--- src/rtl/pc_pkg.sv ---
// Shared defaults and the next-PC source encoding for the PC sequencer.
package pc_pkg;

   localparam int          DEFAULT_XLEN         = 32;
   localparam int          DEFAULT_STEP         = 4;
   localparam logic [31:0] DEFAULT_RESET_VECTOR = 32'h0000_0000;

   typedef enum logic [2:0] {
      SEL_HOLD,
      SEL_SEQ,
      SEL_BR,
      SEL_JMP,
      SEL_RET
   } next_pc_sel_t;

endpackage

--- src/rtl/pc_ras.sv ---
// Circular return-address stack: pushing when full overwrites the oldest entry,
// and the top entry is readable combinationally so a return can redirect in the same cycle.
module pc_ras #(
   parameter int DEPTH = 4,
   parameter int XLEN  = 32
) (
   input  logic            Clk,
   input  logic            Reset_n,
   input  logic            push,
   input  logic            pop,
   input  logic [XLEN-1:0] wdata,
   output logic [XLEN-1:0] top,
   output logic            empty,
   output logic            full
);

   localparam int PW = (DEPTH > 1) ? $clog2(DEPTH) : 1;
   localparam int CW = $clog2(DEPTH + 1);

   logic [XLEN-1:0] r_mem [DEPTH];
   logic [PW-1:0]   r_ptr;
   logic [CW-1:0]   r_count;
   logic [PW-1:0]   w_ptr_inc;
   logic            w_do_pop;
   logic            w_do_push;

   assign w_ptr_inc = r_ptr + PW'(1);
   assign w_do_pop  = pop && (r_count != '0);
   // A pop that coincides with a push takes precedence; the sequencer never requests both.
   assign w_do_push = push && !w_do_pop;

   always_ff @(posedge Clk) begin
      if (!Reset_n) begin
         r_ptr   <= '0;
         r_count <= '0;
      end else if (w_do_pop) begin
         r_ptr   <= r_ptr - PW'(1);
         r_count <= r_count - CW'(1);
      end else if (w_do_push) begin
         r_ptr <= w_ptr_inc;
         if (r_count != CW'(DEPTH)) begin
            r_count <= r_count + CW'(1);
         end
      end
   end

   always_ff @(posedge Clk) begin
      if (Reset_n && w_do_push) begin
         r_mem[w_ptr_inc] <= wdata;
      end
   end

   assign top   = r_mem[r_ptr];
   assign empty = (r_count == '0);
   assign full  = (r_count == CW'(DEPTH));

endmodule

--- src/rtl/pc_sequencer.sv ---
// PC register with prioritised next-PC selection (hold, return, jump, branch, sequential)
// and a return-address stack for call/return.
module pc_sequencer
   import pc_pkg::*;
#(
   parameter int              XLEN         = DEFAULT_XLEN,
   parameter int              STEP         = DEFAULT_STEP,
   parameter logic [XLEN-1:0] RESET_VECTOR = XLEN'(DEFAULT_RESET_VECTOR),
   parameter int              BRANCH_SHIFT = 2,
   parameter int              RAS_DEPTH    = 4
) (
   input  logic            Clk,
   input  logic            Reset_n,
   input  logic            Stall,
   input  logic            BranchTaken,
   input  logic [XLEN-1:0] BranchOffset,
   input  logic            JumpValid,
   input  logic [XLEN-1:0] JumpTarget,
   input  logic            Call,
   input  logic            Ret,
   output logic [XLEN-1:0] PCResult,
   output logic [XLEN-1:0] PCAddResult,
   output logic            RasEmpty,
   output logic            RasFull,
   output logic            RasErr
);

   logic [XLEN-1:0] r_pc;
   logic            r_ras_err;
   logic [XLEN-1:0] w_pc_add;
   logic [XLEN-1:0] w_branch_target;
   logic [XLEN-1:0] w_next_pc;
   logic [XLEN-1:0] w_ras_top;
   logic            w_ras_empty;
   logic            w_ras_full;
   logic            w_push;
   logic            w_pop;
   logic            w_ret_empty;
   next_pc_sel_t    w_sel;

   assign w_pc_add        = r_pc + XLEN'(STEP);
   assign w_branch_target = w_pc_add + (BranchOffset << BRANCH_SHIFT);

   always_comb begin
      w_sel = SEL_SEQ;
      if (Stall) begin
         w_sel = SEL_HOLD;
      end else if (Ret) begin
         w_sel = SEL_RET;
      end else if (JumpValid) begin
         w_sel = SEL_JMP;
      end else if (BranchTaken) begin
         w_sel = SEL_BR;
      end
   end

   // A return with nothing on the stack falls through to the sequential address.
   always_comb begin
      w_next_pc = w_pc_add;
      case (w_sel)
         SEL_HOLD: w_next_pc = r_pc;
         SEL_RET:  w_next_pc = w_ras_empty ? w_pc_add : w_ras_top;
         SEL_JMP:  w_next_pc = JumpTarget;
         SEL_BR:   w_next_pc = w_branch_target;
         default:  w_next_pc = w_pc_add;
      endcase
   end

   assign w_push      = (w_sel == SEL_JMP) && Call;
   assign w_pop       = (w_sel == SEL_RET) && !w_ras_empty;
   assign w_ret_empty = (w_sel == SEL_RET) && w_ras_empty;

   always_ff @(posedge Clk) begin
      if (!Reset_n) begin
         r_pc      <= RESET_VECTOR;
         r_ras_err <= 1'b0;
      end else begin
         r_pc      <= w_next_pc;
         r_ras_err <= w_ret_empty;
      end
   end

   pc_ras #(
      .DEPTH (RAS_DEPTH),
      .XLEN  (XLEN)
   ) u_ras (
      .Clk     (Clk),
      .Reset_n (Reset_n),
      .push    (w_push),
      .pop     (w_pop),
      .wdata   (w_pc_add),
      .top     (w_ras_top),
      .empty   (w_ras_empty),
      .full    (w_ras_full)
   );

   assign PCResult    = r_pc;
   assign PCAddResult = w_pc_add;
   assign RasEmpty    = w_ras_empty;
   assign RasFull     = w_ras_full;
   assign RasErr      = r_ras_err;

endmodule
--- config.mk ---
export PLATFORM = sky130hd
export DESIGN_NAME = pc_sequencer
export DESIGN_NICKNAME = d
export VERILOG_FILES = /design/src/rtl/pc_pkg.sv /design/src/rtl/pc_ras.sv /design/src/rtl/pc_sequencer.sv
export SDC_FILE = /design/constraint.sdc
export NUM_CORES = 1
export LEC_CHECK = 0
export ABC_AREA = 1
export BUFFER_PORTS_ARGS = -buffer_cell sky130_fd_sc_hd__buf_4
export CAP_MARGIN = 20
export CORE_AREA = 2 2 128 155
export CTS_BUF_LIST = sky130_fd_sc_hd__clkbuf_2
export DETAILED_ROUTE_END_ITERATION = 7
export DIE_AREA = 0 0 130 157
export PLACE_DENSITY = 0.81
export SYNTH_ARGS = -nofsm -noshare
export SYNTH_HDL_FRONTEND = slang
export SYNTH_HIERARCHICAL = 1
export SYNTH_SLANG_ARGS = --single-unit
--- constraint.sdc ---
create_clock -name Clk -period 4.5 [get_ports Clk]
set_input_delay 0.9 -clock Clk [delete_from_list [all_inputs] [get_ports Clk]]
set_output_delay 0.9 -clock Clk [all_outputs]
set_load 0.005 [all_outputs]
# Word level (Yosys, flattened, before mapping)
# Memory sizes are Yosys's and may differ from the RTL's. A register that Yosys moved wholly into a read port is not among the register bits.
# Cells that the tools add are included.
[word_totals]
wordCells = 45
memories = 1
out_inout_bits = 67
ram_bits = 128
regBits = 38
in_bits = 71
[memory_table]
columns = ["memory", "depth", "width", "read_ports", "rd_clocked_by_memory_dff", "wr", "line_no", "rtl"]
rows = [
  ["u_ras.r_mem", 4, 32, 1, 1, 1, "pc_ras.sv:20", "logic [XLEN-1:0] r_mem [DEPTH];"],
]
[classes]
mux = 15
n_addsub = 6
n_eq_ne = 5
n_reduce_logical = 14
[op_table]
columns = ["op", "n"]
rows = [
  ["one-hot mux 32 bit (4 select lines)", 1],
  ["adder 32 x 3 -> 32 bit, second input constant", 1],
  ["adder 32 bit", 1],
  ["2-to-1 mux 32 bit", 1],
  ["2-to-1 mux 3 bit", 5],
  ["2-to-1 mux 2 bit", 6],
  ["equality test 3 x 2 -> 1 bit, second input constant", 2],
  ["equality test 3 bit, second input constant", 2],
  ["logical AND 1 bit", 6],
  ["logical NOT 3 bit", 2],
  ["nonzero test 2 bit", 2],
  ["adder 3 x 1 -> 3 bit, second input constant", 1],
  ["!= test 3 bit, second input constant", 1],
  ["nonzero test 3 bit", 1],
  ["subtractor 3 x 1 -> 3 bit, second input constant", 1],
  ["adder 2 x 1 -> 2 bit, second input constant", 1],
  ["logical NOT 1 bit", 2],
  ["2-to-1 mux 1 bit", 2],
  ["AND reduction 2 bit", 1],
  ["subtractor 2 x 1 -> 2 bit, second input constant", 1],
]

# Logic depth before layout (Yosys ltp)
[depth]
depth_word = 13
mapped_depth = 25
ltp_nobuf = 25

# Cells and area by module
# The synthesis kept the hierarchy.
[by_module_without_submodules]
columns = ["mod", "n_inst", "area_per_inst_um2", "cells_each", "seq_area_each_um2"]
rows = [
  ["pc_ras", 1, 5172.5, 375, 3983.8],
  ["pc_sequencer", 1, 5082.4, 915, 660.6],
]

# Least setup slack after synthesis
# OpenSTA, ideal clock, no wires.
[synth_path]
path_type = "input-to-reg"
startpoint = "input port Stall"
endpoint = "memory u_ras.r_mem[0][0] (enable)"
setup_ns = 0.421
slack_ns = 1.008
path_buffers = 2
path_stages = 8
required_time_ns = 4.079
arrival_time_ns = 3.071
cell_sequence = "inv_2 -> nand2_1 -> nor2_2 -> buf_2 -> buf_2 -> nand2_8 -> nand3_1 -> nor2_1"
[synth_via]
elab_chain_cells = 9
word_cells_on_any_way = 11
classes_between = "eq/ne (2); mux (3); reduce/logical (6)"
[synth_lines]
columns = ["item", "line_no", "rtl"]
rows = [
  ["from (decl)", "pc_sequencer.sv:14", "input logic Stall,"],
  ["2-to-1 mux 3 bit", "pc_sequencer.sv:46", "if (Stall) begin"],
  ["equality test 3 bit", "pc_sequencer.sv:70", "assign w_pop = (w_sel == SEL_RET) && !w_ras_empty;"],
  ["logical AND 1 bit", "pc_sequencer.sv:70", ""],
  ["named net w_pop", "pc_sequencer.sv:37", "logic w_pop;"],
  ["logical AND 1 bit", "pc_ras.sv:28", "assign w_do_pop = pop && (r_count != '0);"],
  ["logical NOT 1 bit", "pc_ras.sv:30", "assign w_do_push = push && !w_do_pop;"],
  ["logical AND 1 bit", "pc_ras.sv:30", ""],
  ["logical AND 1 bit", "pc_ras.sv:48", "if (Reset_n && w_do_push) begin"],
  ["2-to-1 mux 1 bit", "pc_ras.sv:48", ""],
  ["2-to-1 mux 1 bit (not written as such)", "pc_ras.sv:49", "r_mem[w_ptr_inc] <= wdata;"],
  ["to (decl)", "pc_ras.sv:20", ""],
]
# The timed path passes the listed nets, and every way through them passes these cells.

# Final worst setup path
[layout_path]
startpoint = "register r_pc[2] (netlist: PCResult[2])"
endpoint = "output port PCAddResult[24]"
[layout_via]
elab_chain_cells = 1
[layout_lines]
columns = ["item", "line_no", "rtl"]
rows = [
  ["from (decl)", "pc_sequencer.sv:28", "logic [XLEN-1:0] r_pc;"],
  ["from (signal assigned)", "pc_sequencer.sv:78", "r_pc <= w_next_pc;"],
  ["adder 32 x 3 -> 32 bit", "pc_sequencer.sv:41", "assign w_pc_add = r_pc + XLEN'(STEP);"],
  ["to (decl)", "pc_sequencer.sv:22", "output logic [XLEN-1:0] PCAddResult,"],
]
# No other way between the ends.

==> flow_metrics.py <==
metrics = {
    "synthesis": {
        "synth_warnings": 6,
        "syn_nets": 1401,
        "ys_ff_latch": 168,
        "synth_edf_count": 128,
        "synth_flop_cell": "edfxtp_1",
        "syn_area_um2": 10250,
        "syn_avg_cell_area_um2": 7.949,
        "synth-seq-area-share_pct": 45.29,
        "async_flop_share_pct": 0,
        "synth_cell_types": 58,
        "synthCells": 1290,
    },
    "clock_tree": {
        "cts-resized-gates": 0,
        "hold_buffers": 0,
        "clock_path_buffers": 2,
        "cts_tree": "yes",
        "post_cts_buffers": 0,
        "clk_latency_ps": 730,
        "cts.clk_slew.worst_paths_ps": 270,
        "clockRootBuffer": "clkbuf_2",
        "numCtsBuffers": 17,
        "cts.sinks": 168,
        "htreeDepth": 4,
    },
    "route": {
        "avgRoutedWirePerCell_um": 17.89,
        "wirelength_um": 30280,
        "num_vias": 9609,
        "drt.antenna.violating_nets": 0,
        "viasPerCell": 5.676,
        "drt_first_pass_iters": 7,
        "first_iter_violations": 1058,
        "drc": 0,
    },
    "worst_hold_path": {
        "min_path_type": "in2reg",
        "min_path_cells": 3,
        "hp-start": "JumpTarget[1]",
        "whs_endpoint": "PCResult[1]",
    },
    "power": {
        "p_per_area_nw_per_um2": 275.4,
        "leakagePower_nw": 5.272,
        "pwr-share-clk_pct": 25.4,
        "seqPwrFrac_pct": 53.7,
        "worst_ir_drop_vdd_mv": 0.1589,
        "internal_power_mw": 2.194,
        "p_sw_mw": 1.060,
        "combPwrFrac_pct": 20.9,
        "switching_share_pct": 32.56,
    },
    "layout": {
        "design_area_um2": 11810,
        "final_nets": 1534,
        "synthToLayoutAreaGrowth_pct": 15.20,
        "layout-drive-gt1-share_pct": 17.34,
        "layout.cells.non_filler": 1693,
    },
    "timing": {
        "fin_skew_ps": 49.55,
        "tightestPinTransition_ps": 877.5,
        "period_share_pct": 83.50,
        "relSlewSlack_pct": 41.43,
        "max_freq_mhz": 266.1,
        "final_max_slew_viol_count": 0,
        "rsz0062_at_grt": "no",
        "worst_slack_ps": 742.7,
        "finalSetupViolCount": 0,
        "tns_ps": 0,
        "finalHoldViolations": 0,
        "fin_crit_ps": 3757,
    },
    "critical_path": {
        "startpoint_type": "flop",
        "crit_path_top_delay_cell": "dfxtp_1",
        "worst_ep_required_time_ps": 3600,
        "r2r_cells": 19,
        "worstReg2RegStart": "PCResult[2]",
        "reg2reg_to": "PCResult[14]",
        "arrival_ps": 2860,
        "worst-path-max-fanout": 7,
        "crit_path_frequent_cell": "nand2_1",
        "path_class": "reg2out",
        "reg2reg_slack_ps": 820,
        "slowest_delay_ps": 580,
        "crit_chain": "ha_1 > nand2_2 > inv_1 > nand2_1 > nor2_1 > nand2_1 > nand2_1 > nand2_1 > inv_1 > buf_4",
        "endpoint_kind": "primary output",
    },
    "place": {
        "post-place-ws_ps": 974.7,
        "hpwl_um": 22100,
        "gp_congestion": 1.018,
        "placedCellCount": 1660,
        "portBuffers": 135,
        "placed_area_um2": 11570,
    },
    "die": {
        "rows": 55,
        "chipHeight_um": 157,
        "coreArea_um2": 18790,
        "initial_core_util_pct": 54.59,
        "ios": 138,
        "dieArea_um2": 20410,
        "die_x_um": 130,
    },
    "run_status": {
        "status": "finished, final reports clean",
    },
    "global_routing": {
        "grt_overflow_total": 0,
        "grt_pass1_vias": 8858,
        "grt_usage_pct": 30.01,
        "grt_first_pass_wirelength_um": 46380,
        "antenna_found_initial": 1,
        "grt_max_degree": 65,
    },
    "run": {
        "maxCapViolCount": 0,
    },
}
[synthesized netlist by cell type, types with 3 or more instances]
cell | count | area share [%]
nor2_2 | 8 | 0.49
o22ai_1 | 32 | 2.0
nor2_4 | 4 | 0.44
nor3_2 | 4 | 0.39
nand2_2 | 9 | 0.55
nor3_1 | 10 | 0.49
buf_2 | 18 | 0.88
buf_4 | 5 | 0.37
nand3b_1 | 8 | 0.59
nand3_1 | 84 | 4.1
o21ai_1 | 14 | 0.68
a41oi_1 | 3 | 0.26
o211ai_1 | 3 | 0.22
dfxtp_1 | 40 | 7.8
or2_2 | 9 | 0.55
a22o_1 | 14 | 1.2
clkbuf_1 | 13 | 0.48
a21oi_1 | 55 | 2.7
nor2_1 | 161 | 5.9
o21ai_0 | 96 | 4.7
inv_2 | 5 | 0.18
xnor2_1 | 3 | 0.26
a21o_1 | 3 | 0.22
inv_1 | 166 | 6.1
edfxtp_1 | 128 | 37
xor2_1 | 10 | 0.85
nand2_4 | 3 | 0.33
a31oi_1 | 5 | 0.31
ha_1 | 39 | 4.8
nand2_1 | 291 | 11
nand4_1 | 13 | 0.79
[sequential cells by signal, indices dropped and copies added, names as in the netlist, named ones only]
| name | flops |
|---|---|
| u_ras/r_mem | 128 |
| PCResult | 32 |
| u_ras/r_count | 3 |
| u_ras/r_ptr | 2 |
| RasErr | 1 |
[routing by layer]
layer / part of all wire [%] / global-route usage [%] / vias to the layer above / routed length, um
met3: 11 / 4.657 / 70 / 3252
met5: 0 / 0 / - / 0
met1: 39 / 40.28 / 4410 / 11830
met2: 47 / 49.19 / 540 / 14250
met4: 3.1 / 11.06 / 0 / 951
li1: - / - / 4589 / -
[critical path: cells and delay by family (launching register included)]
| kind | cells | cell delay [ps] |
|---|---|---|
| flops | 1 | 580 |
| simple gates | 6 | 720 |
| buf+inv | 3 | 530 |
| fa+ha+maj | 1 | 330 |
[per-stage QoR]
| step | utilization (%) | power (mW) | hold WS, ps |
|---|---|---|---|
| 3_5_place_dp | 61.57 | 2.445 | 504.2 |
| 6_report | 62.88 | 3.254 | 421.9 |
| 3_3_place_gp | 61.57 | 2.433 | 495.0 |
| 5_1_grt | 62.88 | 3.392 | 354.7 |
| 4_1_cts | 62.87 | 3.244 | 389.4 |
| 2_1_floorplan | - | 2.177 | 469.1 |
[how the worst max path moves through the flow]
stage / startpoint / to / slack, ps / depth (start not counted)
4_1_cts: PCResult[2] / PCAddResult[24] / 740 / 10
5_1_grt: PCResult[2] / PCAddResult[24] / 470 / 10
3_3_place_gp: PCResult[2] / PCResult[21] / 1040 / 21
3_5_place_dp: PCResult[2] / PCResult[21] / 970 / 21
2_1_floorplan: Stall / u_ras/r_mem[0][0] / 1010 / 8
6_report: PCResult[2] / PCAddResult[24] / 740 / 10
[power by group through the flow]
stage | sequential [mW] | combinational (mW) | clock (mW)
finish | 1.75 | 0.680 | 0.827
CTS | 1.75 | 0.670 | 0.828
detailed placement | 1.78 | 0.667 | 0
floorplan | 1.77 | 0.410 | 0
global route | 1.75 | 0.751 | 0.890
global placement | 1.78 | 0.654 | 0
[layout make-up]
cell class | instances | area (um^2)
Antenna cell | 1 | 2.502
Multi-Input combinational cell | 910 | 4783
Tap cell | 256 | 320.3
Clock inverter | 15 | 160.2
Inverter | 172 | 648.1
Timing Repair Buffer | 154 | 1169
Sequential cell | 168 | 4646
Clock buffer | 17 | 85.08
Fill cell | 1650 | 6973
[cell usage in the layout (no fill, tap or decap), drive strengths merged, types with 2 or more instances in the layout]
cell type / n
a21oi: 57
a22o: 14
a21o: 3
clkinvlp: 2
xor2: 11
clkbuf: 17
nand2: 304
a221oi: 2
nand3: 87
buf: 154
nor3: 16
a31oi: 5
or2: 11
nor4: 2
a41oi: 3
o21bai: 3
dfxtp: 40
edfxtp: 128
nor2: 174
o22ai: 32
and2: 2
clkinv: 4
nand4: 13
o211ai: 3
xnor2: 3
inv: 180
nand3b: 8
o21ai: 111
ha: 39
[kinds of logic after synthesis]
family,after synthesis,synth area share [%]
buffers and inverters,212,8.382
adder cells (fa/ha/maj),40,4.954
AO/OA/AOI/OAI,237,13.23
AND/OR/NAND/NOR,619,26.88
XOR/XNOR,14,1.269
flip-flops,168,45.29
Power figures use the tool's default switching activity.
